==> src/rtl/servo_cmd_decoder_if.sv <==
// Byte-stream and servo-status bundle for servo_cmd_decoder.
// master: the side that feeds UART bytes and watches the servo state.
// slave:  the decoder itself.
interface servo_cmd_decoder_if;
   logic       i_RX_DV;
   logic [7:0] i_RX_Byte;
   logic [3:0] o_LED_Value;
   logic [3:0] o_Target;
   logic       o_Busy;
   logic       o_Cmd_Err;

   modport master (
      output i_RX_DV,
      output i_RX_Byte,
      input  o_LED_Value,
      input  o_Target,
      input  o_Busy,
      input  o_Cmd_Err
   );

   modport slave (
      input  i_RX_DV,
      input  i_RX_Byte,
      output o_LED_Value,
      output o_Target,
      output o_Busy,
      output o_Cmd_Err
   );
endinterface

==> src/rtl/servo_cmd_decoder.sv <==
// Servo command decoder: parses "P<hex>CR" from a UART byte stream and commits
// a 4-bit target position. Malformed or stalled commands raise a one-cycle error.
// Define SERVO_SLEW_EN to move the position one step per tick toward the target;
// without it the position follows the target on the same edge.
module servo_cmd_decoder #(
   parameter int unsigned TICK_CYCLES    = 1000000,
   parameter int unsigned TIMEOUT_CYCLES = 50000000
) (
   input  logic                 i_Clk,
   input  logic                 i_Rst_L,
   servo_cmd_decoder_if.slave   bus
);

   typedef enum logic [1:0] {
      StIdle,
      StGotP,
      StGotDigit
   } state_e;

   localparam logic [7:0]  ChP         = 8'h50;
   localparam logic [7:0]  ChCr        = 8'h0D;
   localparam logic [7:0]  ChLf        = 8'h0A;
   localparam logic [31:0] TimeoutLast = 32'(TIMEOUT_CYCLES - 1);

   state_e      state_q, state_d;
   logic [3:0]  digit_q, digit_d;
   logic [3:0]  target_q, target_d;
   logic        err_q, err_d;
   logic [31:0] tmo_q, tmo_d;
   logic        hex_valid;
   logic [3:0]  hex_value;

   // ASCII hex digit decode, upper and lower case accepted.
   always_comb begin
      hex_valid = 1'b0;
      hex_value = 4'h0;
      if (bus.i_RX_Byte >= 8'h30 && bus.i_RX_Byte <= 8'h39) begin
         hex_valid = 1'b1;
         hex_value = 4'(bus.i_RX_Byte - 8'h30);
      end else if (bus.i_RX_Byte >= 8'h41 && bus.i_RX_Byte <= 8'h46) begin
         hex_valid = 1'b1;
         hex_value = 4'(bus.i_RX_Byte - 8'h37);
      end else if (bus.i_RX_Byte >= 8'h61 && bus.i_RX_Byte <= 8'h66) begin
         hex_valid = 1'b1;
         hex_value = 4'(bus.i_RX_Byte - 8'h57);
      end
   end

   // Parser next state, digit latch, commit, error pulse and inter-byte timeout.
   always_comb begin
      state_d  = state_q;
      digit_d  = digit_q;
      target_d = target_q;
      err_d    = 1'b0;
      tmo_d    = tmo_q;
      if (bus.i_RX_DV) begin
         // A byte always wins over a timeout landing in the same cycle.
         tmo_d = '0;
         unique case (state_q)
            StIdle: begin
               if (bus.i_RX_Byte == ChP) begin
                  state_d = StGotP;
               end else if (bus.i_RX_Byte != ChCr && bus.i_RX_Byte != ChLf) begin
                  err_d = 1'b1;
               end
            end
            StGotP: begin
               if (hex_valid) begin
                  digit_d = hex_value;
                  state_d = StGotDigit;
               end else if (bus.i_RX_Byte == ChP) begin
                  err_d = 1'b1;
               end else begin
                  state_d = StIdle;
                  err_d   = 1'b1;
               end
            end
            StGotDigit: begin
               if (bus.i_RX_Byte == ChCr) begin
                  target_d = digit_q;
                  state_d  = StIdle;
               end else if (bus.i_RX_Byte == ChP) begin
                  state_d = StGotP;
                  err_d   = 1'b1;
               end else begin
                  state_d = StIdle;
                  err_d   = 1'b1;
               end
            end
            default: state_d = StIdle;
         endcase
      end else if (state_q != StIdle) begin
         if (tmo_q == TimeoutLast) begin
            state_d = StIdle;
            err_d   = 1'b1;
            tmo_d   = '0;
         end else begin
            tmo_d = tmo_q + 32'd1;
         end
      end
   end

   // Parser and command registers; reset drops any partial command at once.
   always_ff @(posedge i_Clk or negedge i_Rst_L) begin
      if (!i_Rst_L) begin
         state_q  <= StIdle;
         digit_q  <= 4'h0;
         target_q <= 4'h0;
         err_q    <= 1'b0;
         tmo_q    <= '0;
      end else begin
         state_q  <= state_d;
         digit_q  <= digit_d;
         target_q <= target_d;
         err_q    <= err_d;
         tmo_q    <= tmo_d;
      end
   end

   assign bus.o_Target  = target_q;
   assign bus.o_Cmd_Err = err_q;

`ifdef SERVO_SLEW_EN
   localparam logic [31:0] TickLast = 32'(TICK_CYCLES - 1);

   logic [31:0] tick_q;
   logic [3:0]  led_q;
   logic        tick_wrap;

   assign tick_wrap = (tick_q == TickLast);

   // Free-running tick; on each wrap the position moves one step toward the
   // current target, so a retarget mid-slew continues from where it is.
   always_ff @(posedge i_Clk or negedge i_Rst_L) begin
      if (!i_Rst_L) begin
         tick_q <= '0;
         led_q  <= 4'h0;
      end else begin
         tick_q <= tick_wrap ? '0 : tick_q + 32'd1;
         if (tick_wrap && led_q != target_q) begin
            led_q <= (led_q < target_q) ? led_q + 4'd1 : led_q - 4'd1;
         end
      end
   end

   assign bus.o_LED_Value = led_q;
   assign bus.o_Busy      = (led_q != target_q);
`else
   assign bus.o_LED_Value = target_q;
   assign bus.o_Busy      = 1'b0;
`endif

endmodule

==> src/flat_wrapper.sv <==
// flat-port wrapper written by rule: the top's interface ports become plain ports
module servo_cmd_decoder_flat 
#(
   parameter int unsigned TICK_CYCLES    = 1000000,
   parameter int unsigned TIMEOUT_CYCLES = 50000000
)
  (i_Clk, i_Rst_L, bus_i_RX_DV, bus_i_RX_Byte, bus_o_LED_Value, bus_o_Target, bus_o_Busy, bus_o_Cmd_Err);
  servo_cmd_decoder_if bus_i ();
  input  logic i_Clk;
  input  logic i_Rst_L;
  input wire logic [$bits(bus_i.i_RX_DV)-1:0] bus_i_RX_DV;
  input wire logic [$bits(bus_i.i_RX_Byte)-1:0] bus_i_RX_Byte;
  output wire logic [$bits(bus_i.o_LED_Value)-1:0] bus_o_LED_Value;
  output wire logic [$bits(bus_i.o_Target)-1:0] bus_o_Target;
  output wire logic [$bits(bus_i.o_Busy)-1:0] bus_o_Busy;
  output wire logic [$bits(bus_i.o_Cmd_Err)-1:0] bus_o_Cmd_Err;
  assign bus_i.i_RX_DV = bus_i_RX_DV;
  assign bus_i.i_RX_Byte = bus_i_RX_Byte;
  assign bus_o_LED_Value = bus_i.o_LED_Value;
  assign bus_o_Target = bus_i.o_Target;
  assign bus_o_Busy = bus_i.o_Busy;
  assign bus_o_Cmd_Err = bus_i.o_Cmd_Err;
  servo_cmd_decoder #(.TICK_CYCLES(TICK_CYCLES), .TIMEOUT_CYCLES(TIMEOUT_CYCLES)) u_core (.i_Clk(i_Clk), .i_Rst_L(i_Rst_L), .bus(bus_i));
endmodule
==> config.mk <==
export PLATFORM = sky130hd
export DESIGN_NAME = servo_cmd_decoder_flat
export DESIGN_NICKNAME = d
export VERILOG_FILES = /design/src/rtl/servo_cmd_decoder_if.sv /design/src/rtl/servo_cmd_decoder.sv /design/src/flat_wrapper.sv
export SDC_FILE = /design/constraint.sdc
export NUM_CORES = 1
export LEC_CHECK = 0
export ABC_AREA = 1
export CAP_MARGIN = 20
export CELL_PAD_IN_SITES_DETAIL_PLACEMENT = 1
export CELL_PAD_IN_SITES_GLOBAL_PLACEMENT = 2
export CORE_ASPECT_RATIO = 0.6
export CORE_UTILIZATION = 33
export CTS_CLUSTER_DIAMETER = 100
export CTS_CLUSTER_SIZE = 10
export DETAILED_ROUTE_END_ITERATION = 10
export PLACE_DENSITY = 0.84
export SLEW_MARGIN = 25
export SYNTH_ARGS = -nofsm -noshare
export SYNTH_HDL_FRONTEND = slang
export SYNTH_SLANG_ARGS = --single-unit
export TNS_END_PERCENT = 1
==> constraint.sdc <==
create_clock -name i_Clk -period 2.25 [get_ports i_Clk]
set_input_delay 0.45 -clock i_Clk [delete_from_list [all_inputs] [get_ports i_Clk]]
set_output_delay 0.45 -clock i_Clk [all_outputs]
set_load 0.01 [all_outputs]
==> run_results.csv, run 1 <==
group,metric,value,unit
floorplanning,io_pins,21,
grt,grt_max_degree,20,
timing,fin_crit,1940,ps
clock_network,path_clk_slew,60,ps
synthesis,synth_top_family_by_area,"simple AND/OR/NAND/NOR gates",
synthesis,avgSynthCellArea,6.60,um2
placement,pre_cts_slack,19.9,ps
synthesis,synth_compound_area_share,4.58,%
floorplanning,fp-row-count,25,
synthesis,synthFlopType,"dfrtp_1",
floorplanning,start_util,35.3,%
synthesis,ys_seq_area_share,37.5,%
timing,rsz0062_at_grt,"false",
grt,antenna_found_initial,0,
synthesis,synth_area_leader_cell,"dfrtp_1",
timing,min_period_over_period,86.2,%
final_layout,diodes,0,
critical_path,crit_type,"in2reg",
timing,fin_setup_tns,0,ps
critical_path,worst_ep_arrival_time,2110,ps
clock_network,cts_setup_buffers,0,
placement,hpwl,7580,um
clock_network,cts_max_path_buffers,2,
synthesis,yosys_warnings,0,
floorplanning,die_h,74.3,um
critical_path,crit_required,2420,ps
critical_path,slowest_delay,470,ps
timing,fin_skew,7.63,ps
synthesis,synth-edff-count,0,
grt,grt_pass1_wl,15400,um
floorplanning,core_area,8130,um2
critical_path,crit_fanout,6,
synthesis,synth_top_area_share,37.5,%
final_layout,syn_to_final_growth,19.6,%
clock_network,clk_latency,290,ps
final_layout,final_nets,486,
drt,vias,2856,
timing,fin_ws,310,ps
grt,grt_overflow_total,0,
clock_network,htree_levels,2,
drt,first_iter_violations,123,
power_and_ir_drop,power_density,623,nW/um2
synthesis,synth_cell_types,26,
grt,gr-usage-all-layers,22.8,%
synthesis,synth_area_leaders,"dfrtp_1, nand2_1, nor2_1",
synthesis,synthAdderAreaFrac,2.18,%
clock_network,cts_tree,"done",
critical_path,slowest_stage,"clkdlybuf4s50_1",
final_layout,fillers,1075,
synthesis,syn-num-nets,451,
power_and_ir_drop,power,2.14,mW
drt,avgViaCountPerCell,4.93,
timing,hold_viol_final,0,
final_layout,fin_util,42.2,%
drt,drcViolationCount,0,
final_layout,layout_commonest_cell,"nand2_1",
power_and_ir_drop,leakagePower,1.50,nW
timing,whs,483,ps
timing,maxClockFrequency,516,MHz
drt,routed_wl,9300,um
clock_network,root_buffer,"clkbuf_16",
drt,post_drt_wl_per_cell,16.1,um
clock_network,cts_sinks,43,
critical_path,crit_chain,"clkdlybuf4s50_1 > inv_1 > ha_1 > o21ai_0 > a21oi_1 > inv_1 > nand2_1 > nand3_1 > nand2_1 > o21ai_0",
synthesis,syn_area,2870,um2
synthesis,synth_cells,435,
final_layout,drive_above_1_share,9.13,%
job,max-cap-violations,0,
timing,slew_violations,0,
clock_network,cts_made_buffers,5,
worst_hold_path,worstHoldPathType,"reg2reg",
floorplanning,dieWidth,122,um
drt,dr.pass1.iters,4,
synthesis,synth-xor-area-share,2.44,%
synthesis,async_flop_share,100,%
critical_path,start_kind,"primary input",
final_layout,multi_input_area,1550,um2
placement,place.gp.congestion,0.855,
critical_path,cp-end-kind,"flop",
placement,portBuffers,19,
synthesis,synth_mux_area_share,1.18,%
final_layout,seqCellArea,1080,um2
status,outcome,"completed",
power_and_ir_drop,vdd_drop_max,0.357,mV
grt,grt_pass1_vias,2845,
timing,setup_viol,0,
drt,ant_nets,0,
synthesis,synthSimpleGateAreaFrac,43.5,%
synthesis,ys_seq_elements,43,
final_layout,final_cell_mix,"nand2_1, nor2_1, inv_1",
floorplanning,die_area,9090,um2
cell families after synthesis:
family	Yosys count
other	1
multiplexers	3
flip-flops	43
XOR/XNOR	8
AO/OA/AOI/OAI	24
AND/OR/NAND/NOR	293
adder cells (fa/ha/maj)	5
buffers and inverters	58
metal layers:
metal | global-route usage [%] | routed length, um | vias to the layer above
met5 | 0 | 0 | -
met4 | 3.66 | 47 | 0
met3 | 3.91 | 375 | 5
met2 | 31.6 | 3590 | 44
met1 | 36.5 | 5290 | 1380
li1 | - | - | 1427
final timing paths:
check | start | endpoint | slack (ps) | depth (start not counted)
max | bus_i_RX_Byte[0] | u_core.digit_q[1] | 310 | 10
min | u_core.digit_q[3] | u_core.digit_q[3] | 480 | 2
max reg2reg | u_core.tmo_q[0] | u_core.tmo_q[18] | 330 | 9
min reg2reg | u_core.digit_q[3] | u_core.digit_q[3] | 480 | 2
max in group asynchronous | i_Rst_L | u_core.tmo_q[14] | 1200 | 3
min in group asynchronous | i_Rst_L | u_core.tmo_q[31] | 540 | 2
cells in the mapped netlist, types with 2 or more instances:
master,instances
nand4_1,7
o21ai_0,15
nor2_2,6
nand2_2,5
a21oi_1,8
ha_1,5
nand2_1,136
nor3_1,13
mux2_2,3
xor2_1,7
nor2_1,78
nand3_1,40
inv_1,50
buf_4,5
and3_1,3
nor2_4,2
dfrtp_1,43
repair_timing:
item | in CTS | in global routing
hold buffers | 1 | 0
endpoints found under the hold margin | 6 | 0
gates resized for setup | 0 | 0
critical path, delay by kind of cell:
kind,cells,cell delay (ps)
and+or+nand+nor,3,340
AOI/OAI and AO/OA,3,380
adders and majority gates,1,200
buffers and inverters,3,730
registers in the layout, indices dropped and copies added (netlist names):
| name | cells |
|---|---|
| u_core.tmo_q | 32 |
| u_core.bus.o_LED_Value | 4 |
| u_core.digit_q | 4 |
| u_core.state_q | 2 |
| u_core.bus.o_Cmd_Err | 1 |
layout make-up:
class                           count  area share, %
Multi-Input combinational cell    334           45.1
Sequential cell                    43           31.3
Timing Repair Buffer               35           8.96
Inverter                           51           5.57
Clock buffer                        6           4.04
Tap cell                          108           3.93
Clock inverter                      2           1.02
metrics by stage:
step / std cells / area [um2]
after detailed placement: 570 / 3250
after CTS: 579 / 3430
after global placement: 570 / 3250
final: 579 / 3430
after floorplan: 435 / 2870
after global routing: 579 / 3430
where the power goes:
| part | switching, mW | internal, mW |
|---|---|---|
| sequential | 0.0429 | 0.826 |
| combinational | 0.272 | 0.135 |
| clock | 0.311 | 0.552 |
No activity file was read; power rests on OpenSTA's default activity.
==> run 2, diff against run 1 <==
Settings changed: CELL_PAD_IN_SITES_DETAIL_PLACEMENT 1 to default, CELL_PAD_IN_SITES_GLOBAL_PLACEMENT 2 to default, CORE_UTILIZATION 33 to 59, SKIP_LAST_GASP from default to 1.
==> run_results.csv, run 2 (same netlist as run 1, synthesis figures left out) <==
group,metric,value,unit
final_layout,fillers,397,
grt,grt_overflow_total,0,
clock_network,root_buffer,"clkbuf_8",
critical_path,crit_chain,"clkdlybuf4s50_1 > inv_1 > ha_1 > o21ai_0 > a21oi_1 > inv_1 > nand2_1 > nand3_1 > nand2_1 > o21ai_0",
final_layout,final_cell_mix,"nand2_1, nor2_1, inv_1",
timing,maxClockFrequency,499,MHz
clock_network,path_clk_slew,90,ps
clock_network,cts_made_buffers,5,
clock_network,cts_resized,0,
final_layout,diodes,0,
floorplanning,core_area,4610,um2
grt,use_met1,49.4,%
timing,fin_crit,2000,ps
final_layout,largest_register_ff_count,32,
critical_path,slowest_delay,480,ps
critical_path,cp_top_family,"buffers and inverters",
timing,setup_viol,0,
critical_path,slowest_stage,"clkdlybuf4s50_1",
job,max-cap-violations,0,
timing,rsz0062_at_grt,"false",
timing,min_period_over_period,89.1,%
critical_path,cp-end-kind,"flop",
clock_network,clk_latency,310,ps
power_and_ir_drop,power_density,553,nW/um2
drt,routed_wl,7210,um
drt,dr.pass1.iters,6,
grt,grt_max_degree,24,
floorplanning,die_area,5160,um2
final_layout,fin_cells,523,
final_layout,drive_above_1_share,7.17,%
floorplanning,die_h,56.0,um
drt,first_iter_violations,255,
critical_path,reg2reg_from,"u_core.tmo_q[0]",
final_layout,layout_commonest_cell,"nand2_1",
grt,grt_pass1_wl,12100,um
power_and_ir_drop,leakagePower,1.41,nW
drt,drcViolationCount,0,
worst_hold_path,worstHoldPathType,"in2async",
timing,whs,90.9,ps
critical_path,crit_required,2440,ps
grt,grt_util_met2,41.6,%
placement,place.gp.congestion,0.930,
clock_network,cts_setup_buffers,0,
grt,gr-usage-all-layers,30.6,%
critical_path,reg2reg_to,"u_core.tmo_q[23]",
timing,hold_viol_final,0,
clock_network,cts_sinks,43,
placement,place_area,3130,um2
clock_network,postCtsHoldBufs,0,
final_layout,fin_util,69.9,%
timing,slew_violations,0,
timing,fin_skew,10.5,ps
floorplanning,io_pins,21,
final_layout,final_area,3220,um2
timing,maxSlewHeadroom,63.4,%
final_layout,final_nets,475,
critical_path,worst-r2r-setup-slack,310,ps
critical_path,start_kind,"primary input",
floorplanning,dieWidth,92.1,um
grt,antenna_found_initial,0,
power_and_ir_drop,power,1.78,mW
clock_network,htree_levels,2,
critical_path,crit_fanout,6,
timing,tightest_slew,547,ps
drt,vias,2907,
grt,grt_pass1_vias,2542,
placement,portBuffers,19,
critical_path,crit_type,"in2reg",
power_and_ir_drop,vdd_drop_max,0.353,mV
grt,use_met3,5.74,%
critical_path,reg2reg_depth,10,
timing,fin_ws,246,ps
placement,pre_cts_slack,-34.0,ps
floorplanning,start_util,62.3,%
placement,dp_cells,515,
clock_network,cts_tree,"done",
critical_path,cp_num_buf_inv,3,
drt,post_drt_wl_per_cell,13.8,um
drt,avgViaCountPerCell,5.56,
final_layout,syn_to_final_growth,12.3,%
final_layout,top_register,"u_core.tmo_q",
timing,fin_setup_tns,0,ps
clock_network,cts_max_path_buffers,2,
placement,hpwl,5750,um
floorplanning,fp-row-count,19,
status,outcome,"completed",
grt,grt.busiest_layer,"met1",
drt,ant_nets,0,
critical_path,worst_ep_arrival_time,2190,ps
[run 2: cell types whose count changed in the layout (fill, tap and decap cells not counted), sizes merged]
cell | before | now
clkinvlp | 0 | 2
inv | 51 | 52
clkbuf | 6 | 5
buf | 16 | 6
bufinv | 1 | 0
clkinv | 1 | 0
dlygate4sd3 | 1 | 0
[run 2: per-layer routing]
metal,vias to the layer above,wire length [um]
met3,10,740
met1,1355,3590
met4,0,84
li1,1397,-
met2,145,2800
met5,-,0
[run 2: worst reg2reg max path, stage by stage (launching register included)]
cell and delay [ps]:
dfrtp_1 420, ha_1 240, nand2_1 160, nor2_4 60, nand2_1 90, nor2_2 50
nand2_2 100, nand2_1 120, nor2_1 400, nand3_1 160, nand2_1 100
[run 2: cell type report]
class	instances	area (um2)	share of cell area, %
sequential	43	1080	33.4
inverter	51	191	5.94
clock buffer	5	68.8	2.13
timing repair buffer	24	235	7.30
clock inverter	3	23.8	0.737
tap	63	78.8	2.44
multi-input combinational	334	1550	48.1
[run 2: worst max path at each step]
stage / start / endpoint / slack (ps) / cells after the start
detailed placement: bus_i_RX_Byte[0] / u_core.digit_q[1] / -30 / 10
global placement: bus_i_RX_Byte[0] / u_core.digit_q[1] / 80 / 10
CTS: bus_i_RX_Byte[0] / u_core.digit_q[1] / 290 / 10
global route: bus_i_RX_Byte[0] / u_core.digit_q[0] / 0.8 / 9
floorplan: u_core.tmo_q[0] / u_core.tmo_q[15] / 670 / 9
finish: bus_i_RX_Byte[0] / u_core.digit_q[1] / 250 / 10
[run 2: report_power, final]
group,leakage (nW),switching (mW),internal [mW],total [mW]
sequential,0.592,0.0383,0.825,0.863
combinational,0.774,0.267,0.137,0.404
clock,0.0408,0.295,0.222,0.517
==> run 3, diff against run 2 <==
Clock period 2.25 ns to 2.3 ns, I/O delays scaled along.
==> run_results.csv, run 3 (same netlist as run 1, synthesis figures left out) <==
group,metric,value,unit
drt,post_drt_wl_per_cell,13.2,um
clock_network,cts_sinks,43,
power_and_ir_drop,combPwrFrac,21.8,%
timing,whs,119,ps
clock_network,postCtsHoldBufs,0,
critical_path,crit_fanout,6,
power_and_ir_drop,pwr-share-seq,49.3,%
placement,hpwl,5630,um
placement,dp_cells,514,
timing,maxClockFrequency,494,MHz
placement,portBuffers,19,
final_layout,drive_above_1_share,6.97,%
final_layout,largest_register_ff_count,32,
timing,fin_skew,14.3,ps
drt,first_iter_violations,244,
power_and_ir_drop,leakagePower,1.41,nW
power_and_ir_drop,p_switching,0.562,mW
timing,fin_crit,2020,ps
timing,setup_viol,0,
power_and_ir_drop,clock_power_share,28.9,%
critical_path,reg2reg_from,"u_core.tmo_q[0]",
status,outcome,"completed",
final_layout,syn_to_final_growth,12.1,%
grt,grt_pass1_vias,2552,
floorplanning,die_area,5160,um2
power_and_ir_drop,swShare,32.9,%
floorplanning,dieWidth,92.1,um
power_and_ir_drop,p_int,1.14,mW
clock_network,cts_resized,0,
floorplanning,start_util,62.3,%
floorplanning,fp-row-count,19,
job,max-cap-violations,0,
clock_network,htree_levels,2,
final_layout,diodes,0,
critical_path,worst_ep_arrival_time,2270,ps
critical_path,crit_type,"in2reg",
timing,rsz0062_at_grt,"false",
timing,tightest_slew,513,ps
clock_network,cts_tree,"done",
power_and_ir_drop,vdd_drop_max,0.463,mV
placement,place_area,3120,um2
timing,slew_violations,0,
timing,hold_viol_final,0,
critical_path,crit_required,2540,ps
final_layout,final_area,3220,um2
clock_network,path_clk_slew,90,ps
final_layout,fin_util,69.8,%
critical_path,worst-r2r-setup-slack,420,ps
floorplanning,io_pins,21,
critical_path,reg2reg_depth,8,
critical_path,cp-end-kind,"flop",
final_layout,top_register,"u_core.tmo_q",
drt,drcViolationCount,0,
final_layout,final_cell_mix,"nand2_1, nor2_1, inv_1",
final_layout,fin_cells,522,
drt,avgViaCountPerCell,5.40,
critical_path,start_kind,"primary input",
timing,maxSlewHeadroom,65.7,%
floorplanning,die_h,56.0,um
final_layout,layout_commonest_cell,"nand2_1",
clock_network,cts_made_buffers,5,
worst_hold_path,worstHoldPathType,"in2async",
timing,min_period_over_period,88.0,%
grt,grt_overflow_total,0,
grt,antenna_found_initial,0,
drt,routed_wl,6880,um
clock_network,cts_setup_buffers,0,
grt,grt_max_degree,44,
drt,ant_nets,0,
clock_network,root_buffer,"clkbuf_8",
clock_network,cts_max_path_buffers,2,
drt,vias,2819,
floorplanning,core_area,4610,um2
placement,place.gp.congestion,0.933,
clock_network,clk_latency,300,ps
drt,dr.pass1.iters,5,
grt,gr-usage-all-layers,29.6,%
grt,grt_pass1_wl,11800,um
final_layout,final_nets,474,
critical_path,reg2reg_to,"u_core.tmo_q[22]",
power_and_ir_drop,power_density,530,nW/um2
## run 3: layer usage
layer  GRT usage [%]  part of all wire (%)
met4            5.80                   1.1
met5               0                     0
met1            44.0                    49
met3            9.97                    11
met2            42.0                    39
## run 3: how the worst max path moves through the flow
stage                startpoint           endpoint  slack, ps
6_report       bus_i_RX_Byte[0]  u_core.digit_q[2]        280
5_1_grt        bus_i_RX_Byte[0]  u_core.digit_q[2]         70
4_1_cts        bus_i_RX_Byte[0]  u_core.digit_q[2]        300
3_5_place_dp   bus_i_RX_Byte[0]  u_core.digit_q[2]        -10
3_3_place_gp   bus_i_RX_Byte[0]  u_core.digit_q[1]        120
2_1_floorplan   u_core.tmo_q[0]   u_core.tmo_q[15]        720
## run 3: critical path: stages
cell and delay (ps):
clkdlybuf4s50_1 480, inv_1 160, ha_1 210, o21ai_0 80
a21oi_1 240, inv_1 150, a21oi_1 260, nand3_1 140
nand2_1 90
## run 3: per-stage QoR
stage,worst slack [ps],TNS [ps],power [mW]
after floorplan,725,0,1.08
after global placement,120,0,1.21
after detailed placement,-10.8,-10.8,1.22
after CTS,304,0,1.72
after global routing,67.5,0,1.81
final,277,0,1.71
## run 3: cell type report
cell class / count / area (um2)
multi-input combinational: 334 / 1550
tap: 63 / 78.8
clock buffer: 5 / 68.8
fill: 394 / 1390
timing repair buffer: 23 / 228
clock inverter: 3 / 25.0
inverter: 51 / 191
sequential: 43 / 1080
## run 3: power groups by stage
stage | Sequential, mW | Combinational [mW] | Clock, mW
4_1_cts | 0.841 | 0.370 | 0.504
2_1_floorplan | 0.851 | 0.232 | 0
3_3_place_gp | 0.856 | 0.358 | 0
5_1_grt | 0.849 | 0.425 | 0.541
6_report | 0.842 | 0.372 | 0.493
3_5_place_dp | 0.856 | 0.368 | 0
